==> src/rtl/oram_req_arbiter.sv <==
// oram_req_arbiter: round-robin sharing of one ORAM front-end port between NumReq requesters.
// Define ORAM_ARB_GRANT_COUNT_EN to add the per-requester GrantCount output.
module oram_req_arbiter #(
  parameter int NumReq      = 2,
  parameter int ReqIdxWidth = (NumReq > 1) ? $clog2(NumReq) : 1,
  parameter int BECMDWidth  = 2,
  parameter int ORAMU       = 32,
  parameter int FEDWidth    = 64,
  parameter int ORAMB       = 512,
  parameter int TagDepth    = 8
) (
  input  logic                         Clock,
  input  logic                         Reset,
  input  logic [NumReq*BECMDWidth-1:0] ReqCommand,
  input  logic [NumReq*ORAMU-1:0]      ReqPAddr,
  input  logic [NumReq-1:0]            ReqCommandValid,
  output logic [NumReq-1:0]            ReqCommandReady,
  input  logic [NumReq*FEDWidth-1:0]   ReqDataIn,
  input  logic [NumReq-1:0]            ReqDataInValid,
  output logic [NumReq-1:0]            ReqDataInReady,
  output logic [FEDWidth-1:0]          ReqDataOut,
  output logic [NumReq-1:0]            ReqDataOutValid,
  input  logic [NumReq-1:0]            ReqDataOutReady,
  output logic [BECMDWidth-1:0]        ORAMCommand,
  output logic [ORAMU-1:0]             ORAMPAddr,
  output logic                         ORAMCommandValid,
  input  logic                         ORAMCommandReady,
  output logic [FEDWidth-1:0]          ORAMDataIn,
  output logic                         ORAMDataInValid,
  input  logic                         ORAMDataInReady,
  input  logic [FEDWidth-1:0]          ORAMDataOut,
`ifdef ORAM_ARB_GRANT_COUNT_EN
  output logic [NumReq*16-1:0]         GrantCount,
`endif
  input  logic                         ORAMDataOutValid,
  output logic                         ORAMDataOutReady
);

  localparam int Beats   = ORAMB / FEDWidth;
  localparam int BeatW   = (Beats > 1) ? $clog2(Beats) : 1;
  localparam int TagPtrW = (TagDepth > 1) ? $clog2(TagDepth) : 1;
  localparam int TagCntW = $clog2(TagDepth + 1);

  localparam logic [BeatW-1:0] LastBeat = BeatW'(Beats - 1);
  localparam logic [TagPtrW-1:0] LastTag = TagPtrW'(TagDepth - 1);
  localparam logic [TagCntW-1:0] TagFull = TagCntW'(TagDepth);
  localparam logic [ReqIdxWidth-1:0] LastReq = ReqIdxWidth'(NumReq - 1);

  localparam logic [BECMDWidth-1:0] BECMD_Update = BECMDWidth'(0);
  localparam logic [BECMDWidth-1:0] BECMD_Append = BECMDWidth'(1);

  typedef enum logic [1:0] {
    ST_Idle,
    ST_Cmd,
    ST_WrData
  } state_t;

  state_t state, nextState;

  logic [ReqIdxWidth-1:0] grant;
  logic [ReqIdxWidth-1:0] ptr;
  logic [ReqIdxWidth-1:0] pick;
  logic [ReqIdxWidth-1:0] scan;
  logic [ReqIdxWidth-1:0] grantNext;
  logic                   found;

  logic [BECMDWidth-1:0] cmdArr [NumReq];
  logic [ORAMU-1:0]      addrArr [NumReq];
  logic [FEDWidth-1:0]   dinArr [NumReq];

  logic [BECMDWidth-1:0] grantCmd;
  logic grantIsWrite;
  logic grantValid;
  logic cmdBlocked;
  logic cmdFire;
  logic wrFire;
  logic lastWrBeat;
  logic rdFire;
  logic lastRdBeat;
  logic tagPush;
  logic tagPop;
  logic tagEmpty;

  logic [BeatW-1:0] wrBeat;
  logic [BeatW-1:0] rdBeat;

  logic [ReqIdxWidth-1:0] tagMem [TagDepth];
  logic [TagPtrW-1:0]     tagWr;
  logic [TagPtrW-1:0]     tagRd;
  logic [TagCntW-1:0]     tagCnt;
  logic [ReqIdxWidth-1:0] head;

  for (genvar r = 0; r < NumReq; r++) begin : g_unpack
    assign cmdArr[r]  = ReqCommand[r*BECMDWidth +: BECMDWidth];
    assign addrArr[r] = ReqPAddr[r*ORAMU +: ORAMU];
    assign dinArr[r]  = ReqDataIn[r*FEDWidth +: FEDWidth];
  end

  assign grantCmd     = cmdArr[grant];
  assign grantValid   = ReqCommandValid[grant];
  assign grantIsWrite = (grantCmd == BECMD_Update) ||
                        (grantCmd == BECMD_Append);
  assign grantNext    = (grant == LastReq) ? '0 : grant + 1'b1;

  assign ORAMCommand = grantCmd;
  assign ORAMPAddr   = addrArr[grant];
  assign ORAMDataIn  = dinArr[grant];

  // Reads stall in ST_Cmd while every tag slot is taken.
  assign cmdBlocked = ~grantIsWrite & (tagCnt == TagFull);
  assign cmdFire    = ORAMCommandValid & ORAMCommandReady;
  assign wrFire     = ORAMDataInValid & ORAMDataInReady;
  assign lastWrBeat = (wrBeat == LastBeat);
  assign tagPush    = cmdFire & ~grantIsWrite;

  always_comb begin
    found = 1'b0;
    pick  = '0;
    scan  = ptr;
    for (int i = 0; i < NumReq; i++) begin
      if (!found && ReqCommandValid[scan]) begin
        found = 1'b1;
        pick  = scan;
      end
      scan = (scan == LastReq) ? '0 : scan + 1'b1;
    end
  end

  always_ff @(posedge Clock) begin
    if (Reset) begin
      state <= ST_Idle;
    end else begin
      state <= nextState;
    end
  end

  always_comb begin
    nextState = state;
    unique case (state)
      ST_Idle: begin
        if (found) nextState = ST_Cmd;
      end
      ST_Cmd: begin
        if (!grantValid) begin
          nextState = ST_Idle;
        end else if (cmdFire) begin
          nextState = grantIsWrite ? ST_WrData : ST_Idle;
        end
      end
      ST_WrData: begin
        if (wrFire && lastWrBeat) nextState = ST_Idle;
      end
      default: nextState = ST_Idle;
    endcase
  end

  always_comb begin
    ORAMCommandValid = 1'b0;
    ReqCommandReady  = '0;
    ORAMDataInValid  = 1'b0;
    ReqDataInReady   = '0;
    unique case (state)
      ST_Cmd: begin
        ORAMCommandValid       = grantValid & ~cmdBlocked;
        ReqCommandReady[grant] = ORAMCommandReady & ~cmdBlocked;
      end
      ST_WrData: begin
        ORAMDataInValid       = ReqDataInValid[grant];
        ReqDataInReady[grant] = ORAMDataInReady;
      end
      default: begin
      end
    endcase
  end

  always_ff @(posedge Clock) begin
    if (Reset) begin
      grant  <= '0;
      ptr    <= '0;
      wrBeat <= '0;
      rdBeat <= '0;
    end else begin
      if (state == ST_Idle && found) grant <= pick;
      if (cmdFire && grantIsWrite) wrBeat <= '0;
      if (wrFire) wrBeat <= lastWrBeat ? '0 : wrBeat + 1'b1;
      if (tagPush || (wrFire && lastWrBeat)) ptr <= grantNext;
      if (rdFire) rdBeat <= lastRdBeat ? '0 : rdBeat + 1'b1;
    end
  end

  // Return path: the FIFO head names the requester owning the current read burst.
  assign head       = tagMem[tagRd];
  assign tagEmpty   = (tagCnt == '0);
  assign ReqDataOut = ORAMDataOut;

  always_comb begin
    ReqDataOutValid       = '0;
    ReqDataOutValid[head] = ORAMDataOutValid & ~tagEmpty;
  end

  assign ORAMDataOutReady = ReqDataOutReady[head] & ~tagEmpty;
  assign rdFire           = ORAMDataOutValid & ORAMDataOutReady;
  assign lastRdBeat       = (rdBeat == LastBeat);
  assign tagPop           = rdFire & lastRdBeat;

  always_ff @(posedge Clock) begin
    if (Reset) begin
      tagWr  <= '0;
      tagRd  <= '0;
      tagCnt <= '0;
      for (int i = 0; i < TagDepth; i++) tagMem[i] <= '0;
    end else begin
      if (tagPush) begin
        tagMem[tagWr] <= grant;
        tagWr <= (tagWr == LastTag) ? '0 : tagWr + 1'b1;
      end
      if (tagPop) begin
        tagRd <= (tagRd == LastTag) ? '0 : tagRd + 1'b1;
      end
      tagCnt <= tagCnt + TagCntW'(tagPush) - TagCntW'(tagPop);
    end
  end

`ifdef ORAM_ARB_GRANT_COUNT_EN
  for (genvar r = 0; r < NumReq; r++) begin : g_cnt
    logic [15:0] cnt;
    always_ff @(posedge Clock) begin
      if (Reset) begin
        cnt <= '0;
      end else if (cmdFire && grant == ReqIdxWidth'(r) &&
                   cnt != 16'hFFFF) begin
        cnt <= cnt + 16'd1;
      end
    end
    assign GrantCount[r*16 +: 16] = cnt;
  end
`endif

endmodule
==> config.mk <==
export PLATFORM = sky130hd
export DESIGN_NAME = oram_req_arbiter
export DESIGN_NICKNAME = d
export VERILOG_FILES = /design/src/rtl/oram_req_arbiter.sv
export SDC_FILE = /design/constraint.sdc
export NUM_CORES = 1
export LEC_CHECK = 0
export BUFFER_PORTS_ARGS = -buffer_cell sky130_fd_sc_hd__buf_2
export CAP_MARGIN = 20
export CORE_AREA = 4 4 167 169
export CTS_BUF_LIST = sky130_fd_sc_hd__clkbuf_8
export DETAILED_ROUTE_END_ITERATION = 10
export DIE_AREA = 0 0 171 173
export GPL_ROUTABILITY_DRIVEN = 0
export HOLD_SLACK_MARGIN = 0.12
export PLACE_DENSITY = 0.5
export SYNTH_ARGS = -nofsm -noshare
export SYNTH_HDL_FRONTEND = slang
export SYNTH_SLANG_ARGS = --single-unit
==> constraint.sdc <==
create_clock -name Clock -period 3.55 [get_ports Clock]
set_clock_uncertainty 0.15 [all_clocks]
set_input_delay 0.71 -clock Clock [delete_from_list [all_inputs] [get_ports Clock]]
set_output_delay 0.71 -clock Clock [all_outputs]
set_load 0.01 [all_outputs]
# Word level (Yosys, flattened, before mapping)
# Memories as Yosys holds them, arrays and structs flattened. A register that Yosys moved wholly into a read port is not among the register bits.
# Cells that the tools add are included.
# word_totals
reg_bits,20
ramBits,8
in_bits,271
output_inout_bits,171
mem_count,1
# classes
n_addsub,8
magnitude_cmp,7
eq_ne,11
n_mux,55
bitwise_logic,17
reduce_logical,15
# mem_list
memory,depth,width,rd,rd_ports_with_merged_regs,wr,line,source
tagMem,8,1,1,1,8,87,logic [ReqIdxWidth-1:0] tagMem [TagDepth];
# ops
cell,n
64-bit 2-to-1 mux,3
32-bit 2-to-1 mux,3
1-bit 2-to-1 mux,27
3-bit 2-to-1 mux,9
2-bit 2-to-1 mux,10
3-bit by 1-bit adder with 3-bit output (second input constant),4
3-bit == test (second input constant),4
1-bit AND,10
1-bit by 2-bit < comparator with 1-bit output (second input constant),4
2-bit AND,3
1-bit logical AND,6
2-bit one-hot mux with 3 select lines,1
4-bit by 1-bit adder with 4-bit output,1
2-bit by 1-bit == test with 1-bit output (second input constant),2
4-bit == test (second input constant),1
2-bit zero test,2
4-bit zero test,1
2-bit inequality test (second input constant),2
4-bit by 1-bit subtractor with 4-bit output,1
3-bit inequality test (second input constant),1
1-bit inverter,3
3-bit AND reduction,1
1-bit adder (second input constant),2
1-bit demux with 1-bit select,2
other kinds (8),10

# Longest topological paths before layout
# logic_depth
ltp_word,18
ltp_mapped,13
depth_no_buf,12

# Worst setup path after synthesis
# OpenSTA, ideal clock, no wires.
# synth_timing
path_type,reg-to-reg
startpoint,register with a tool-made name
endpoint,register tagCnt[2]
setup_time_ns,0.128
t_arrival_ns,2.568
t_required_ns,3.272
path_slack_ns,0.704
path_stages_with_launch,14
path_buffers,2
synth_period_minus_slack_ns,2.846
cell_sequence,dfxtp_1 > mux4_1 > mux2i_4 > buf_6 > buf_8 > nand4_1 > o31ai_1 > ha_1 > inv_1 > ha_1 > inv_1 > fa_1 > xor2_1 > nor2_1
# synth_lines
item,line,source
to (signal assigned),220,tagCnt <= tagCnt + TagCntW'(tagPush) - TagCntW'(tagPop);
to (decl),90,logic [TagCntW-1:0] tagCnt;

==> flow_metrics.py <==
metrics = {
    "drt": {
        "num_vias": 3909,
        "drc_errors": 0,
        "route.antenna.remaining_nets": 0,
        "starting_drt_drc_count": 177,
        "route.final.wire_length_um": 20300,
        "top_layer": "met5",
        "drt_first_pass_iters": 4,
        "route.detailed.wl_per_inst_um": 20.7,
        "routed-wl-met2_um": 9090,
        "met3_length_um": 2680,
        "drt-vias-per-instance": 3.98,
        "drt-met1-wl_um": 8110,
    },
    "pwr": {
        "irDropWorstVdd_uv": 114,
        "cellPowerDensity_nw_per_um2": 239,
        "seq_power_share_pct": 30.8,
        "power_switching_share_pct": 32.8,
        "report.power.total_mw": 1.25,
        "cell_internal_pwr_mw": 0.838,
        "reported_net_switching_power_mw": 0.409,
        "static-leakage-power_nw": 2.42,
        "clkPwrFrac_pct": 28.2,
        "power.share.combinational_pct": 41.0,
    },
    "critical_path": {
        "critical_path_arrival_ns": 2.19,
        "crit_required_ns": 2.69,
        "worst-r2r-setup-slack_ns": 0.61,
        "start_kind": "flop",
        "critPathMaxFanout": 13,
        "r2r_cells": 11,
        "reg2reg_to": "tagCnt[2]",
        "critPathCaptureType": "primary output",
        "criticalPathCategory": "reg2out",
    },
    "floorplanning": {
        "die_h_um": 173,
        "die_area_um2": 29600,
        "die_w_um": 171,
        "i_o_pins": 442,
        "floorplan.initialDensity_pct": 13.8,
        "core_area_um2": 26600,
        "core.rowCount": 60,
    },
    "clock_tree": {
        "cts_root_buf": "clkbuf_8",
        "cts_max_level": 2,
        "cts-buffers-inserted": 5,
        "post_cts_buffers": 0,
        "clk_latency_ns": 0.29,
        "cts_tree": "yes",
        "clk_path_buf_depth": 2,
        "clkTransAtPathRegs_ns": 0.07,
        "postCtsHoldBufs": 0,
        "cts_repair_resize_count": 0,
        "numClockSinks": 31,
    },
    "sta": {
        "final.hold.worst_slack_ns": 0.437,
        "worst_slew_margin_rel_pct": 61.4,
        "layout_min_cycle_time_ns": 3.05,
        "timing.fmax_ghz": 0.328,
        "totalNegativeSetupSlack_ns": 0,
        "min_period_over_period_pct": 85.8,
        "report.final.hold_viol_count": 0,
        "report.final.setup_viol": 0,
        "maxSlewViolCount": 0,
        "worst_pin_slew_ns": 0.579,
        "setup_repair_after_global_routing_missed_its_margin": "no",
    },
    "outcome": {
        "result_of_the_run": "completed",
    },
    "cells_and_area": {
        "final.fill_count": 3028,
        "multi_input_area_um2": 2310,
        "ratio_of_cells_with_drive_above_1_in_the_final_layout_pct": 69.6,
        "final_area_um2": 5230,
        "mostFrequentLayoutCell": "buf_2",
        "final_nets": 920,
        "final_cell_mix": "313 x buf_2, 97 x mux2_2, 22 x dfxtp_1",
        "final_core_util_pct": 19.7,
        "ff_latch_area_um2": 704,
        "area_growth_syn_to_layout_pct": 42.3,
    },
    "global_routing": {
        "grt_max_degree": 78,
        "gr-total-overflow": 0,
        "number_of_global_route_vias_before_repair": 3958,
        "grt_antenna_before_repair": 24,
        "grt_pass1_wl_um": 27500,
        "grt_use_total_pct": 13.0,
    },
    "synth": {
        "postSynth.topFlopCell": "dfxtp_1",
        "mappedNetlistArea_um2": 3670,
        "netlist_instances": 395,
        "syn-mean-instance-area_um2": 9.30,
        "synth_cell_type_count": 57,
        "synth_edf_count": 8,
        "synth-seq-cells": 31,
        "synthesis.nets": 681,
        "ys_async_sr_fraction_pct": 0,
        "netlist.top_cell.by_area": "mux2_2",
        "yosys_warning_count": 0,
        "proportion_of_synthesized_chip_area_in_sequential_cells_pct": 19.1,
        "leading_post_synthesis_cells_by_cell_area": "mux2_2 30%, buf_4 13%, dfxtp_1 13%",
        "synthDominantCellAreaShare_pct": 29.7,
    },
    "worst_hold_path": {
        "hold_class": "reg2reg",
        "worst_hold_endpoint": "tagWr[1]",
        "whs_path_depth": 2,
        "hold_path_startpoint": "tagWr[1]",
    },
    "run": {
        "drv_cap": 0,
    },
    "placement": {
        "buffer_ports.inserted": 313,
        "place_hpwl_um": 18200,
        "place_area_um2": 5100,
    },
}
[final cells by class]
cell class	instances	share of cell area, %
Multi-Input combinational cell	265	44.3
Timing Repair Buffer	317	30.8
Sequential cell	31	13.5
Tap cell	341	8.17
Clock buffer	5	1.32
Inverter	14	1.01
Clock inverter	3	0.742
Antenna cell	5	0.239
[critical path: stages, from the launching register on]
cell,delay [ns]
dfxtp_1,0.35
mux4_1,0.60
mux2i_4,0.33
buf_4,0.24
mux2i_1,0.19
nor2_1,0.05
buf_2,0.13
[stage by stage]
| step | cells | setup slack, ns |
|---|---|---|
| global placement | 968 | 0.604 |
| global route | 976 | 0.300 |
| finish | 981 | 0.503 |
| floorplan | 395 | 0.704 |
| CTS | 976 | 0.466 |
| detailed placement | 968 | 0.590 |
[synthesized netlist by cell type, drive strengths merged (2+ instances only)]
cell,n
mux2,98
buf,75
dfxtp,23
nor2,20
o21ai,16
ha,14
inv,14
clkbuf,10
nand2,10
nand3,10
nand2b,9
edfxtp,8
nor4,8
a21oi,6
a31oi,6
nor3,6
mux2i,5
o31ai,5
or2b,5
or4,5
or3b,4
a2bb2oi,3
a311o,3
and2,3
nor2b,3
a211o,2
a21o,2
a221oi,2
and4,2
mux4,2
nand4,2
o311ai,2
[worst max path at each step]
stage           from                  to  slack (ns)  cells after the start
2_1_floorplan   flop           tagCnt[2]        0.70                     13
3_3_place_gp    flop           tagCnt[2]        0.60                     11
3_5_place_dp    flop           tagCnt[2]        0.59                     11
4_1_cts        grant  ReqCommandReady[0]        0.47                      6
5_1_grt        grant  ReqCommandReady[1]        0.30                      6
6_report        flop    ORAMDataOutReady        0.50                      6
[registers in the layout, summed over array words and instances, names as in the netlist, named ones only]
name,count
tagMem,8
tagCnt,4
rdBeat,3
tagRd,3
tagWr,3
wrBeat,3
state,2
grant,1
ptr,1
[metal layers]
layer / track usage, % / up-vias
met3: 6.74 / 30
li1: - / 1862
met2: 20.2 / 257
met4: 1.82 / 8
met1: 16.3 / 1752
met5: 0 / -
[power groups by stage]
stage	Sequential [mW]	Combinational, mW	Clock [mW]
detailed placement	0.392	0.517	0
floorplan	0.380	0.334	0
global placement	0.391	0.517	0
finish	0.383	0.511	0.352
global route	0.385	0.559	0.383
CTS	0.384	0.520	0.361
[logic make-up (layout without fill, tap and decap cells)]
group                    Yosys count  count (layout)  share of synthesized area, %
AO/OA/AOI/OAI                     52              52                          9.64
AND/OR/NAND/NOR                   91              91                          14.2
flip-flops                        31              31                          19.1
adder cells (fa/ha/maj)           15              15                          5.32
buffers and inverters             99             339                          18.0
other                              0               5                             0
XOR/XNOR                           2               2                         0.477
multiplexers                     105             105                          33.3
No activity file was read; power rests on OpenSTA's default activity.
